File: src/rtl/seq_counter_arbiter.sv
// seq_counter_arbiter
//   Round-robin arbiter that shares one step-enabled sequence counter between
//   N_REQ requesters. For each granted run it restarts the counter, issues
//   the requested number of step enables, then hands back the final code.
//
// Ports
//   clk      rising-edge clock
//   clear    asynchronous active-low reset
//   req      per-requester run request (level, held until done/abandoned)
//   len      per-requester step count, slice i = len[i*LEN_W +: LEN_W];
//            0 means 2^LEN_W steps
//   seq_q    current code from the sequence counter
//   seq_clr  one-cycle restart pulse to the counter
//   step_en  counter advances on each edge where high
//   grant    one-hot owner of the counter, 0 when idle
//   busy     high in every state except IDLE
//   done     one-cycle completion pulse to the owner
//   result   counter code captured at completion, held until the next one
//   abort    one-cycle pulse when the owner drops req mid-run
module seq_counter_arbiter #(
    parameter int N_REQ = 4,
    parameter int CNT_W = 4,
    parameter int LEN_W = 4
) (
    input  logic                   clk,
    input  logic                   clear,
    input  logic [N_REQ-1:0]       req,
    input  logic [N_REQ*LEN_W-1:0] len,
    input  logic [CNT_W-1:0]       seq_q,
    output logic                   seq_clr,
    output logic                   step_en,
    output logic [N_REQ-1:0]       grant,
    output logic                   busy,
    output logic [N_REQ-1:0]       done,
    output logic [CNT_W-1:0]       result,
    output logic                   abort
);

    localparam int IW = $clog2(N_REQ);
    // A zero length field stands for a full 2^LEN_W-step run.
    localparam logic [LEN_W:0] REM_FULL = (LEN_W+1)'(1) << LEN_W;

    typedef enum logic [1:0] {IDLE, CLR, RUN, DONE} state_t;

    state_t               state_reg, state_next;
    logic [N_REQ-1:0]     grant_reg, grant_next;
    logic [IW-1:0]        ptr_reg, ptr_next;
    logic [LEN_W:0]       rem_reg, rem_next;
    logic                 seq_clr_reg, seq_clr_next;
    logic                 step_en_reg, step_en_next;
    logic [N_REQ-1:0]     done_reg, done_next;
    logic [CNT_W-1:0]     result_reg, result_next;
    logic                 abort_reg, abort_next;
    logic                 busy_reg, busy_next;

    logic [LEN_W-1:0]     len_arr [N_REQ];
    logic [IW-1:0]        win;
    logic [IW-1:0]        cand;
    logic                 found;
    logic                 owner_req;

    generate
        for (genvar gi = 0; gi < N_REQ; gi++) begin : g_len
            assign len_arr[gi] = len[gi*LEN_W +: LEN_W];
        end
    endgenerate

    // Round-robin search: first set req bit strictly after the pointer, wrapping.
    always_comb begin
        win   = ptr_reg;
        cand  = ptr_reg;
        found = 1'b0;
        for (int k = 1; k <= N_REQ; k++) begin
            cand = IW'((int'(ptr_reg) + k) % N_REQ);
            if (!found && req[cand]) begin
                found = 1'b1;
                win   = cand;
            end
        end
    end

    // The owner still wants the counter only while its own req bit is held.
    assign owner_req = |(req & grant_reg);

    always_ff @(posedge clk or negedge clear) begin
        if (!clear) begin
            state_reg   <= IDLE;
            grant_reg   <= '0;
            ptr_reg     <= IW'(N_REQ - 1);
            rem_reg     <= '0;
            seq_clr_reg <= 1'b0;
            step_en_reg <= 1'b0;
            done_reg    <= '0;
            result_reg  <= '0;
            abort_reg   <= 1'b0;
            busy_reg    <= 1'b0;
        end else begin
            state_reg   <= state_next;
            grant_reg   <= grant_next;
            ptr_reg     <= ptr_next;
            rem_reg     <= rem_next;
            seq_clr_reg <= seq_clr_next;
            step_en_reg <= step_en_next;
            done_reg    <= done_next;
            result_reg  <= result_next;
            abort_reg   <= abort_next;
            busy_reg    <= busy_next;
        end
    end

    always_comb begin
        state_next   = state_reg;
        grant_next   = grant_reg;
        ptr_next     = ptr_reg;
        rem_next     = rem_reg;
        seq_clr_next = 1'b0;
        step_en_next = 1'b0;
        done_next    = '0;
        result_next  = result_reg;
        abort_next   = 1'b0;

        unique case (state_reg)
            IDLE: begin
                if (found) begin
                    state_next   = CLR;
                    grant_next   = N_REQ'(1) << win;
                    ptr_next     = win;
                    seq_clr_next = 1'b1;
                    rem_next     = (len_arr[win] == '0) ? REM_FULL
                                                        : {1'b0, len_arr[win]};
                end
            end
            CLR: begin
                if (!owner_req) begin
                    state_next = IDLE;
                    grant_next = '0;
                    abort_next = 1'b1;
                end else begin
                    state_next   = RUN;
                    step_en_next = 1'b1;
                end
            end
            RUN: begin
                // Every RUN cycle has step_en high, so each edge here is one step.
                rem_next = rem_reg - 1'b1;
                if (!owner_req) begin
                    state_next = IDLE;
                    grant_next = '0;
                    abort_next = 1'b1;
                end else if (rem_reg == (LEN_W+1)'(1)) begin
                    state_next = DONE;
                    done_next  = grant_reg;
                end else begin
                    step_en_next = 1'b1;
                end
            end
            DONE: begin
                // The last step has landed, so seq_q now holds the final code.
                result_next = seq_q;
                grant_next  = '0;
                state_next  = IDLE;
            end
            default: state_next = IDLE;
        endcase

        busy_next = (state_next != IDLE);
    end

    assign seq_clr = seq_clr_reg;
    assign step_en = step_en_reg;
    assign grant   = grant_reg;
    assign busy    = busy_reg;
    assign done    = done_reg;
    assign result  = result_reg;
    assign abort   = abort_reg;

endmodule

File: config.mk
export PLATFORM = sky130hd
export DESIGN_NAME = seq_counter_arbiter
export DESIGN_NICKNAME = d
export VERILOG_FILES = /design/src/rtl/seq_counter_arbiter.sv
export SDC_FILE = /design/constraint.sdc
export NUM_CORES = 1
export LEC_CHECK = 0
export CAP_MARGIN = 20
export CORE_ASPECT_RATIO = 0.6
export CORE_MARGIN = 1
export CORE_UTILIZATION = 43
export CTS_CLUSTER_DIAMETER = 200
export CTS_CLUSTER_SIZE = 12
export DETAILED_ROUTE_END_ITERATION = 10
export GPL_TIMING_DRIVEN = 0
export PLACE_DENSITY = 0.73
export SYNTH_ARGS = -nofsm -noshare
export SYNTH_HDL_FRONTEND = slang
export SYNTH_SLANG_ARGS = --single-unit
export TNS_END_PERCENT = 5
File: constraint.sdc
create_clock -name clk -period 3.04 [get_ports clk]
set_clock_uncertainty 0.15 [all_clocks]
set_input_delay 0.912 -clock clk [delete_from_list [all_inputs] [get_ports clk]]
set_output_delay 0.912 -clock clk [all_outputs]
set_load 0.02 [all_outputs]
Word-level counts from Yosys, hierarchy flattened:

Index checks and enable logic that the tools add are counted.

* bits in registers: 25
* bits of input ports: 26
* output and inout port bits: 16
* logic and storage cells: 85

* add/sub/neg operators: 5
* magnitude comparators: 5
* equal/unequal tests: 6
* shift operators: 1
* multiplexer cells: 41
* bitwise operators: 2
* reductions and logical operators: 15

Operators with widths (count)
* $mux 4: 7
* $mux 2: 8
* $mux 1: 15
* $lt 2x3->1 const B: 4
* $pmux 4 s3: 1
* $mux 5: 2
* $pmux 5 s2: 1
* $bmux 1 s2: 4
* $bmux 4 s2: 1
* $pmux 2 s4: 1
* $reduce_and 2->1: 3
* $eq 5x1->1 const B: 1
* $sub 5x1->5 const B: 1
* $add 2x1->2 const B: 2
* $add 2x2->2 const B: 2
* $and 4x4->4: 1
* $eq 2x2->1 const B: 2
* $logic_not 4->1: 1
* $ne 2x2->1 const B: 2
* $reduce_bool 2->1: 2
* $reduce_or 4->1: 1
* $shl 1x2->4 const A: 1
* $ge 3x3->1 const B: 1
* $logic_and 1x1->1: 3
* other kinds (6): 8

Depth between registers and ports, before layout:

* depth in word-level cells: 21
* mapped depth: 8
* depth with buffers taken out: 7

Least setup slack after synthesis:

No wires, ideal clock.

* path kind: input to register
* start point: in req[1]
* end point: reg rem_reg[4]
* setup time: 0.120 ns
* arrival time: 2.060 ns
* required time: 2.770 ns
* setup slack: 0.709 ns
* stages on the path: 7
* path buffers: 1
* cells stage by stage: nor2b_4 o21ba_1 a221o_1 buf_2 nand3_1 a22oi_1 a41o_1

* longest elaborated chain between the ends: 20
* elaborated cells on any way between the ends: 32
* classes of those cells: 1 x eq/ne; 22 x mux; 1 x bitwise; 8 x reduce/logical

Ends and longest elaborated chain
* start: declaration: RTL line 27 `input logic [N_REQ-1:0] req,`
* $bmux 1 s2: RTL line 75 `if (!found && req[cand]) begin`
* $mux 1 (implied by the code): RTL line 75
* $mux 1: RTL line 75
* $logic_not 1->1: RTL line 75
* $logic_and 1x1->1: RTL line 75
* $mux 1: RTL line 75
* $logic_not 1->1: RTL line 75
* $logic_and 1x1->1: RTL line 75
* [... 3 more ...]
* $mux 2: RTL line 75
* $not 2->3 (implied by the code): RTL line 129 `rem_next = (len_arr[win] == '0) ? REM_FULL`
* $bmux 4 s2: RTL line 129
* $mux 4 (implied by the code) (2 in a row): RTL line 129
* $logic_not 4->1: RTL line 129
* $mux 5: RTL line 129
* $mux 5: RTL line 124 `if (found) begin`
* $pmux 5 s2: RTL line 122 `unique case (state_reg)`
* end signal: assignment: RTL line 101 `rem_reg <= rem_next;`
* end: declaration: RTL line 48 `logic [LEN_W:0] rem_reg, rem_next;`

Several ways; a longest one is shown, not always the timed one. The select of a mux whose other input is x is not followed.
A chain may end at the register's enable or synchronous reset.

Final worst setup path:

Same ends and word-level chain as after synthesis.

==> run_results.csv <==
group,metric,value,unit
die,core-area,3020,um2
clock_network,ctsResizeCount,0,
timing,rsz0062_at_grt,"no",
power_and_ir_drop,internal-power,1040,uW
die,dieArea,3600,um2
place,numPlacedInstances,231,
timing,finalCritPeriodShare,0.931,
die,start_util,0.478,
die,die-height,46.9,um
min_path,holdPathEnd,"result[2]",
timing,hold_viol,0,
timing,fin_crit,2.83,ns
global_routing,antenna_found_initial,0,
min_path,worstHoldStart,"result[2]",
routing,vias,1323,
clock_network,holdBufCountCts,0,
routing,drt-total-wl,3480,um
power_and_ir_drop,swShare,0.423,
clock_network,clk_latency,0.27,ns
min_path,min_path_cells,1,
yosys,synth.avg_cell_area,9.76,um2
routing,post_drt_wl_per_cell,14.8,um
routing,antenna_left,0,
yosys,ys_types,46,
clock_network,cts-root-buf,"clkbuf_8",
cells_and_area,drive_gt1_frac,0.113,
critical_path,worstPathArrival,2.90,ns
critical_path,reg2reg_depth,8,
routing,first_iter_violations,82,
critical_path,r2r_setup_slack,0.70,ns
cells_and_area,final_cells,236,
critical_path,crit_chain,"clkdlybuf4s50_1 -> nor2b_4 -> o21ba_1 -> a221o_1 -> buf_2 -> nand3_1 -> a22oi_1 -> a41o_1",
place,gp_congestion,0.766,
place,dpl.hpwl,2630,um
cells_and_area,largest_register_ff_count,5,
power_and_ir_drop,power-per-cell-area,904,nW/um2
die,num_rows,15,
timing,fin_tns_setup,0,ns
cells_and_area,final_cell_area,1980,um2
routing,drc,0,
timing,max_slew_margin,0.672,
timing,slew_viol_final,0,
routing,via_per_inst,5.61,
clock_network,cts_tree,"built",
power_and_ir_drop,combPwrFrac,0.565,
yosys,syn_inst,148,
critical_path,r2r_end,"rem_reg[4]",
yosys,ys.flop_type,"dfrtp_1",
clock_network,numCtsBuffers,3,
timing,setup_viol,0,
die,die_w,76.8,um
routing,drt_first_pass_iters,4,
yosys,async_flop_share,1.00,
power_and_ir_drop,switching_power,758,uW
cells_and_area,nets,228,
outcome,outcome,"finished, final reports clean",
power_and_ir_drop,pwr-share-seq,0.322,
critical_path,timing.setup.critical_path_class,"primary input to flip-flop",
timing,tightestPinTransition,0.488,ns
place,io_buffers,41,
place,postPlaceCellArea,1910,um2
cells_and_area,utilization,0.656,
power_and_ir_drop,p_leak,0.000891,uW
critical_path,start_kind,"primary input",
clock_network,path_clk_slew,0.09,ns
critical_path,critPathMaxStageDelay,0.60,ns
die,io_pins,42,
critical_path,timing.critical_path.fanout_max,10,
global_routing,overflow,0,
cells_and_area,fill_cells,242,
critical_path,reg2reg_from,"state_reg[0]",
global_routing,grt_max_degree,26,
yosys,syn-num-nets,181,
yosys,ys_warn_count,0,
cells_and_area,syn_to_final_growth,37.3,%
critical_path,cp-end-kind,"flip-flop",
critical_path,required,3.11,ns
global_routing,globalRouteTotalUtil,0.203,
power_and_ir_drop,power.share.clock,0.114,
power_and_ir_drop,vdd_drop_max,0.410,mV
yosys,synth-edff-count,0,
yosys,ys_seq_area_frac,0.435,
cells_and_area,num_antenna_cells,0,
min_path,holdCritPathClass,"flip-flop to flip-flop",
clock_network,cts_buffer_depth,2,
clock_network,postCtsSetupRepairBufs,0,
clock_network,htreeDepth,1,
critical_path,slowest_stage,"clkdlybuf4s50_1",
run,max_cap_violations,0,
global_routing,grt_pass1_vias,1265,
yosys,ys_ff_latch,25,
yosys,synth_area,1440,um2
clock_network,clock_sink_count,25,
global_routing,grt_pass1_wl,5630,um
timing,fmax,0.353,GHz
critical path: cells and delay by family:
family	cells	cell delay, ns
AOI/OAI and AO/OA	4	0.77
and+or+nand+nor	2	0.37
buffers and inverters	2	0.85
per-stage QoR:
step	hold slack, ns	worst slack (ns)	total power, uW
after floorplan	0.342	0.709	1240
after CTS	0.366	0.236	1780
after global placement	0.339	0.0132	1540
final	0.362	0.210	1790
after global routing	0.386	0.0734	1920
after detailed placement	0.345	-0.0593	1570
cell usage after synthesis (5+ instances only):
| cell type | count | share of area |
|---|---|---|
| and2_1 | 5 | 0.022 |
| dfrtp_1 | 23 | 0.40 |
| ha_1 | 7 | 0.061 |
| inv_1 | 8 | 0.021 |
| mux2_2 | 5 | 0.039 |
| nand2_1 | 11 | 0.029 |
| nand3_1 | 10 | 0.035 |
| nor2_1 | 7 | 0.018 |
| o21ai_0 | 12 | 0.042 |
metal layers:
layer | vias to the layer above | global-route usage | part of all wire
met1 | 628 | 0.241 | 0.45
met4 | 0 | 0.0500 | 0.0032
met3 | 4 | 0.0544 | 0.072
met5 | - | 0 | 0
li1 | 632 | - | -
met2 | 59 | 0.384 | 0.47
kinds of logic after synthesis:
| logic type | synth area share |
|---|---|
| simple gates | 0.190 |
| compound gates | 0.239 |
| flops | 0.435 |
| buf+inv | 0.0295 |
| fa+ha+maj | 0.0607 |
| mux | 0.0459 |
worst max-delay path by stage:
stage	startpoint	to	slack, ns
after detailed placement	req[1]	rem_reg[4]	-0.06
after floorplan	req[1]	rem_reg[4]	0.71
after CTS	req[1]	rem_reg[4]	0.24
after global routing	req[1]	rem_reg[4]	0.07
final	req[1]	rem_reg[4]	0.21
after global placement	req[1]	rem_reg[4]	0.01
cell type report:
| type | count | area, um2 | area share |
|---|---|---|---|
| multi-input cells | 112 | 773 | 0.390 |
| plain buffers | 2 | 8.76 | 0.00442 |
| well taps | 42 | 52.6 | 0.0265 |
| clock buffers | 3 | 41.3 | 0.0208 |
| clock inverters | 1 | 7.51 | 0.00379 |
| inverters | 9 | 33.8 | 0.0170 |
| flip-flops and latches | 25 | 628 | 0.317 |
| repair buffers | 42 | 438 | 0.221 |
power by group through the flow:
stage	combinational [uW]	sequential, uW	clock [uW]
final	1010	577	204
after global routing	1110	592	220
after detailed placement	990	580	0
after global placement	961	576	0
after CTS	998	574	211
after floorplan	599	641	0
placed cells by master, fill, tap and decap left out, drive strengths merged, types with 3 or more instances in the layout:
master | synthesis | routed
a31oi | 3 | 3
ha | 7 | 7
nor3 | 4 | 4
and2 | 5 | 5
a21oi | 4 | 4
clkdlybuf4s50 | 0 | 41
nand3 | 10 | 10
nand2b | 4 | 4
mux2 | 5 | 5
o21ai | 14 | 14
a211o | 4 | 4
inv | 8 | 8
nor2 | 7 | 7
and3 | 4 | 4
dfrtp | 23 | 23
nand2 | 12 | 12
a22oi | 3 | 3
clkbuf | 1 | 4
Power figures use the tool's default switching activity.
